===== src/rtl/jpeg_ctrl_pkg.sv =====
// -----------------------------------------------------------------------------
// jpeg_ctrl_pkg
// Shared definitions for the JPEG frame-level controller:
//   - state_t      : frame sequencer state encoding (3-bit)
//   - DEF_*        : default beat/block geometry used as parameter defaults
// -----------------------------------------------------------------------------
package jpeg_ctrl_pkg;

    localparam int DEF_IN_BEATS  = 64;   // words per 8x8 input block
    localparam int DEF_OUT_BEATS = 64;   // core result words per block
    localparam int DEF_BLK_CNT_W = 16;   // block counter / num_blocks width

    typedef enum logic [2:0] {
        ST_IDLE  = 3'd0,
        ST_RUN   = 3'd1,
        ST_DRAIN = 3'd2,
        ST_DONE  = 3'd3,
        ST_ERR   = 3'd4
    } state_t;

endpackage


===== src/rtl/beat_block_counter.sv =====
// -----------------------------------------------------------------------------
// beat_block_counter
// Counts handshakes within a block (beat) and completed blocks (blk).
// Ports:
//   aclk, aresetn : clock, synchronous active-low reset
//   clear         : return both counters to zero (wins over step)
//   step          : one accepted word
//   blk           : number of fully transferred blocks
//   last_beat     : current beat is the final word of a block
// -----------------------------------------------------------------------------
module beat_block_counter
    import jpeg_ctrl_pkg::*;
#(
    parameter int BEATS     = DEF_IN_BEATS,
    parameter int BLK_CNT_W = DEF_BLK_CNT_W
) (
    input  logic                 aclk,
    input  logic                 aresetn,
    input  logic                 clear,
    input  logic                 step,
    output logic [BLK_CNT_W-1:0] blk,
    output logic                 last_beat
);

    localparam int BEAT_W = (BEATS > 1) ? $clog2(BEATS) : 1;
    localparam logic [BEAT_W-1:0]    BEAT_LAST = BEAT_W'(BEATS - 1);
    localparam logic [BEAT_W-1:0]    BEAT_ONE  = BEAT_W'(1);
    localparam logic [BLK_CNT_W-1:0] BLK_ONE   = BLK_CNT_W'(1);

    logic [BEAT_W-1:0] beat;

    assign last_beat = (beat == BEAT_LAST);

    // NOTE: sequential state uses non-blocking assignments so every register
    // samples the pre-edge values, independent of process ordering.
    always_ff @(posedge aclk) begin
        if (!aresetn || clear) begin
            beat <= '0;
            blk  <= '0;
        end else if (step) begin
            if (last_beat) begin
                beat <= '0;
                blk  <= blk + BLK_ONE;
            end else begin
                beat <= beat + BEAT_ONE;
            end
        end
    end

endmodule


===== src/rtl/jpeg_frame_sequencer.sv =====
// -----------------------------------------------------------------------------
// jpeg_frame_sequencer
// Frame-level controller between DMA AXI-Stream ports and the JPEG core.
// Gates input words into the core in whole blocks, limits blocks in flight,
// counts result blocks and generates the frame-level output tlast.
// Ports:
//   aclk, aresetn        : clock, synchronous active-low reset
//   start, abort         : frame start pulse / return-to-idle pulse
//   num_blocks           : blocks per frame, sampled on accepted start
//   busy, done, err      : status (done is a 1-cycle pulse, err sticky)
//   s00_axis_*           : DMA -> sequencer input stream
//   core_s_*             : sequencer -> core (data pass-through)
//   core_m_*             : core -> sequencer
//   m00_axis_*           : sequencer -> DMA output stream (data pass-through)
// -----------------------------------------------------------------------------
module jpeg_frame_sequencer
    import jpeg_ctrl_pkg::*;
#(
    parameter int DATA_WIDTH      = 32,
    parameter int IN_BEATS        = DEF_IN_BEATS,
    parameter int OUT_BEATS       = DEF_OUT_BEATS,
    parameter int BLK_CNT_W       = DEF_BLK_CNT_W,
    parameter int MAX_OUTSTANDING = 2
) (
    input  logic                  aclk,
    input  logic                  aresetn,
    input  logic                  start,
    input  logic                  abort,
    input  logic [BLK_CNT_W-1:0]  num_blocks,
    output logic                  busy,
    output logic                  done,
    output logic                  err,
    input  logic                  s00_axis_tvalid,
    output logic                  s00_axis_tready,
    input  logic [DATA_WIDTH-1:0] s00_axis_tdata,
    input  logic                  s00_axis_tlast,
    output logic                  core_s_tvalid,
    input  logic                  core_s_tready,
    output logic [DATA_WIDTH-1:0] core_s_tdata,
    output logic                  core_s_tlast,
    input  logic                  core_m_tvalid,
    output logic                  core_m_tready,
    input  logic [DATA_WIDTH-1:0] core_m_tdata,
    output logic                  m00_axis_tvalid,
    input  logic                  m00_axis_tready,
    output logic [DATA_WIDTH-1:0] m00_axis_tdata,
    output logic                  m00_axis_tlast
);

    localparam logic [BLK_CNT_W-1:0] MAX_OUT = BLK_CNT_W'(MAX_OUTSTANDING);
    localparam logic [BLK_CNT_W-1:0] BLK_ONE = BLK_CNT_W'(1);

    state_t                state, state_nxt;
    logic [BLK_CNT_W-1:0]  nblk;
    logic [BLK_CNT_W-1:0]  in_blk, out_blk;
    logic                  in_last_beat, out_last_beat;
    logic                  zero_done;
    logic                  start_ok, cnt_clear;
    logic                  in_en, out_en, in_hs, out_hs;
    logic                  last_in_word, last_out_word, tlast_bad;

    // A start with a non-empty frame is only honoured in IDLE and loses to abort.
    assign start_ok  = (state == ST_IDLE) && start && !abort && (num_blocks != '0);
    assign cnt_clear = abort || start_ok;

    // Modular difference is exact because counters never wrap within a frame.
    assign in_en  = (state == ST_RUN) && (in_blk < nblk) && ((in_blk - out_blk) < MAX_OUT);
    assign out_en = (state == ST_RUN) || (state == ST_DRAIN);

    // Valids are gated by enables only, never by the same interface's ready.
    assign s00_axis_tready = core_s_tready & in_en;
    assign core_s_tvalid   = s00_axis_tvalid & in_en;
    assign core_s_tdata    = s00_axis_tdata;
    assign core_s_tlast    = in_last_beat;

    assign core_m_tready   = m00_axis_tready & out_en;
    assign m00_axis_tvalid = core_m_tvalid & out_en;
    assign m00_axis_tdata  = core_m_tdata;

    assign in_hs  = s00_axis_tvalid & core_s_tready & in_en;
    assign out_hs = core_m_tvalid & m00_axis_tready & out_en;

    assign last_in_word   = in_last_beat  && (in_blk  == nblk - BLK_ONE);
    assign last_out_word  = out_last_beat && (out_blk == nblk - BLK_ONE);
    assign m00_axis_tlast = last_out_word;
    // Upstream tlast must coincide exactly with the frame's final word.
    assign tlast_bad      = s00_axis_tlast != last_in_word;

    assign busy = (state != ST_IDLE);
    assign done = (state == ST_DONE) || zero_done;
    // ERR is left only through abort, so the sticky flag is the state itself.
    assign err  = (state == ST_ERR);

    beat_block_counter #(.BEATS(IN_BEATS), .BLK_CNT_W(BLK_CNT_W)) u_in_cnt (
        .aclk      (aclk),
        .aresetn   (aresetn),
        .clear     (cnt_clear),
        .step      (in_hs),
        .blk       (in_blk),
        .last_beat (in_last_beat)
    );

    beat_block_counter #(.BEATS(OUT_BEATS), .BLK_CNT_W(BLK_CNT_W)) u_out_cnt (
        .aclk      (aclk),
        .aresetn   (aresetn),
        .clear     (cnt_clear),
        .step      (out_hs),
        .blk       (out_blk),
        .last_beat (out_last_beat)
    );

    always_ff @(posedge aclk) begin
        if (!aresetn) begin
            state     <= ST_IDLE;
            nblk      <= '0;
            zero_done <= 1'b0;
        end else begin
            state     <= state_nxt;
            if (start_ok)
                nblk <= num_blocks;
            // Empty frame: report completion one cycle later without leaving IDLE.
            zero_done <= (state == ST_IDLE) && start && !abort && (num_blocks == '0);
        end
    end

    // NOTE: next state gets a default before any branch so no path leaves it
    // unassigned, which would otherwise infer a latch.
    always_comb begin
        state_nxt = state;
        if (abort) begin
            state_nxt = ST_IDLE;
        end else begin
            case (state)
                ST_IDLE:  if (start_ok) state_nxt = ST_RUN;
                ST_RUN: begin
                    if (in_hs) begin
                        if (tlast_bad)
                            state_nxt = ST_ERR;
                        else if (last_in_word)
                            state_nxt = (out_hs && last_out_word) ? ST_DONE : ST_DRAIN;
                    end
                end
                ST_DRAIN: if (out_hs && last_out_word) state_nxt = ST_DONE;
                ST_DONE:  state_nxt = ST_IDLE;
                ST_ERR:   state_nxt = ST_ERR;
                default:  state_nxt = ST_IDLE;
            endcase
        end
    end

endmodule


===== config.mk =====
export PLATFORM = sky130hd
export DESIGN_NAME = jpeg_frame_sequencer
export DESIGN_NICKNAME = d
export VERILOG_FILES = /design/src/rtl/jpeg_ctrl_pkg.sv /design/src/rtl/beat_block_counter.sv /design/src/rtl/jpeg_frame_sequencer.sv
export SDC_FILE = /design/constraint.sdc
export NUM_CORES = 1
export LEC_CHECK = 0
export ABC_AREA = 1
export BUFFER_PORTS_ARGS = -buffer_cell sky130_fd_sc_hd__buf_4
export CAP_MARGIN = 15
export CELL_PAD_IN_SITES_DETAIL_PLACEMENT = 1
export CELL_PAD_IN_SITES_GLOBAL_PLACEMENT = 1
export CORE_UTILIZATION = 37
export DETAILED_ROUTE_END_ITERATION = 7
export GPL_ROUTABILITY_DRIVEN = 0
export PLACE_DENSITY = 0.89
export SYNTH_ARGS = -nofsm -noshare
export SYNTH_HDL_FRONTEND = slang
export SYNTH_HIERARCHICAL = 1
export SYNTH_SLANG_ARGS = --single-unit
export TNS_END_PERCENT = 10

===== constraint.sdc =====
create_clock -name aclk -period 4 [get_ports aclk]
set_input_delay 0.6 -clock aclk [delete_from_list [all_inputs] [get_ports aclk]]
set_output_delay 0.6 -clock aclk [all_outputs]
set_load 0.01 [all_outputs]

==> impl_metrics.csv <==
group,metric,value,unit
sta,max_freq,0.280,GHz
cts,post_cts_resized,0,
logic_synthesis,yosysSeqAreaShare,0.203,
logic_synthesis,netlist_instances,1066,
cts,clock_latency,0.35,ns
sta,rsz0062_at_grt,"no",
setup_path,path_class,"flop to output pin",
cells_and_area,final_util,0.408,
logic_synthesis,yosysMostFrequentCell,"nand2_1",
setup_path,cpMaxStageDelayCell,"nor4b_1",
floorplanning,boundaryPins,162,
sta,finalCriticalPeriod,3.57,ns
setup_path,worstPathRequired,3.40,ns
logic_synthesis,synth_area_leaders,"dfxtp_1, nand2_1, inv_1",
setup_path,crit_path_max_incr_delay,0.53,ns
drt,via_count,6656,
sta,clock_skew,0.00706,ns
setup_path,cp_top_family,"simple AND/OR/NAND/NOR gates",
global_routing,use_met2,0.420,
logic_synthesis,synth_area_leader_cell,"dfxtp_1",
setup_path,critPathMaxFanout,6,
sta,worst_pin_slew,0.583,ns
floorplanning,initial_core_util,0.380,
setup_path,cp_num_buf_inv,3,
status,status,"completed",
setup_path,start_kind,"flop",
cts,clkSinkCount,64,
cts,cts_hold_buf,0,
logic_synthesis,synthArstFlopShare,0,
cts,cts_setup_buffers,0,
cts,cts_buffer_depth,2,
logic_synthesis,yosysTopAreaCellShare,0.203,
global_routing,grt_overflow,0,
drt,viasPerCell,5.20,
global_routing,grt_pass1_vias,6727,
sta,slew_headroom,0.610,
logic_synthesis,synthTopCellsByCount,"nand2_1, inv_1, nor2_1",
placed_design,portBuffers,33,
logic_synthesis,syn_avg_cell_area,5.93,sq um
setup_path,end_kind,"output pin",
cts,cts_buffers,9,
worst_hold_path,hp-start,"u_in_cnt/beat[1]",
worst_hold_path,hold_path.class,"flop to flop",
sta,tns,0,ns
global_routing,grt.met1_usage,0.293,
global_routing,grt_use_total,0.242,
logic_synthesis,ys_ff_latch,64,
sta,drv_slew,0,
power,cellLeakagePower,3.31,nW
drt,dr.pass1.iters,4,
setup_path,r2r_start,"u_in_cnt/blk[0]",
global_routing,grt_max_degree,33,
global_routing,grt_pass1_wl,33.5,mm
global_routing,busiest_layer,"met2",
floorplanning,die_y,133,microns
drt,drt_wl_total,20.8,mm
placed_design,detailed_place_hpwl,16.7,mm
floorplanning,core_area,16600,sq um
floorplanning,std_cell_rows,47,
global_routing,met3_usage,0.0375,
cells_and_area,final_nets,1182,
drt,avgRoutedWirePerCell,16.2,microns
cells_and_area,diodes,0,
floorplanning,die_x,133,microns
logic_synthesis,ys.flop_type,"dfxtp_1",
logic_synthesis,synth_area,6320,sq um
logic_synthesis,synth_edf_count,0,
sta,period_share,0.893,
logic_synthesis,yosysWarnings,6,
drt,drc,0,
sta,setup_violations,0,
setup_path,cp.arrival,2.97,ns
floorplanning,die_area,17600,sq um
logic_synthesis,syn_nets,1192,
cts,root_buffer,"clkbuf_16",
global_routing,antenna_found_initial,0,
cells_and_area,drive_gt1_frac,0.106,
job,cap_violations,0,
logic_synthesis,synth_cell_type_count,44,
setup_path,crit_top_cell,"nand2_1",
cts,cts_tree,"done",
setup_path,cp_cell_sequence,"inv_1, ha_1, nand2_2, inv_1, nand2_1, nand2_1, nand2_1, nand2_1, nor3_1, nand4_1, nor4b_1, buf_4",
drt,first_iter_violations,361,
power,vdd_drop_max,229,uV
power,p_per_area,297,nW/um^2
cts,htree_levels,3,
cells_and_area,syn2layout_area_growth,7.24,%
setup_path,crit_path_start,"nblk[0]",
cts,clkTransAtPathRegs,0.05,ns
sta,final_hold_viol_count,0,
drt,ant_nets,0,
power breakdown:
group,internal [mW],switching [mW],total [mW]
Combinational,0.160,0.317,0.476
Clock,0.543,0.321,0.864
Sequential,0.654,0.0208,0.675
final timing paths:
check	end	slack, ns	cells after the start
worst min-delay path	u_in_cnt/beat[1]	0.49	2
worst max register to register	u_in_cnt/blk[9]	0.45	23
worst max-delay path	m00_axis_tlast	0.43	12
worst min register to register	u_in_cnt/beat[1]	0.49	2
cells in the final DEF, fill, tap and decap left out, types with 4 or more instances in the layout:
| cell | n |
|---|---|
| nor2_2 | 13 |
| nor2_1 | 111 |
| nand2_1 | 293 |
| nor4_1 | 6 |
| buf_4 | 50 |
| nand3_1 | 92 |
| inv_2 | 4 |
| inv_1 | 178 |
| o21ai_0 | 35 |
| o21bai_1 | 6 |
| nand4_1 | 17 |
| nand2_2 | 8 |
| nor2_4 | 6 |
| clkbuf_16 | 9 |
| xor2_1 | 11 |
| dfxtp_1 | 64 |
| nand3b_1 | 4 |
| ha_1 | 36 |
| nand3_2 | 6 |
| a21oi_1 | 57 |
| nor3_1 | 17 |
cells by family after synthesis:
logic type,share of synthesized area
buffers and inverters,0.192
AO/OA/AOI/OAI,0.0940
AND/OR/NAND/NOR,0.416
adder cells (fa/ha/maj),0.0744
flip-flops,0.203
XOR/XNOR,0.0216
layout make-up:
| class | instances | area [sq um] |
|---|---|---|
| fill | 2308 | 9860 |
| sequential | 64 | 1280 |
| timing repair buffer | 51 | 395 |
| tap | 220 | 275 |
| multi-input combinational | 747 | 3830 |
| clock buffer | 10 | 229 |
| clock inverter | 6 | 83.8 |
| inverter | 183 | 687 |
registers in the layout, summed over array words and instances, names as in the netlist:
register,flops
nblk,16
u_in_cnt/blk,16
u_out_cnt/blk,16
u_in_cnt/beat,6
u_out_cnt/beat,6
state,3
zero_done,1
metal layers:
metal | share of wire | wire length, microns
met5 | 0 | 0
met4 | 0.033 | 676
met3 | 0.044 | 922
met2 | 0.49 | 10100
met1 | 0.44 | 9040
tightest hold or removal path: stages (launching register included):
cell     delay [ns]
dfxtp_1        0.33
nand2_1        0.07
a21oi_1        0.05
stage by stage:
step / area [sq um] / std cells / hold slack (ns) / power [mW] / setup WS, ns
floorplan: 6320 / 1066 / 0.458 / 1.08 / 0.871
global placement: 6450 / 1264 / 0.475 / 1.13 / 0.540
detailed placement: 6450 / 1264 / 0.487 / 1.15 / 0.403
CTS: 6760 / 1280 / 0.494 / 2.02 / 0.369
global route: 6780 / 1281 / 0.524 / 2.11 / 0.0179
finish: 6780 / 1281 / 0.495 / 2.02 / 0.428
Note: power is estimated with default switching activity, not from simulation.
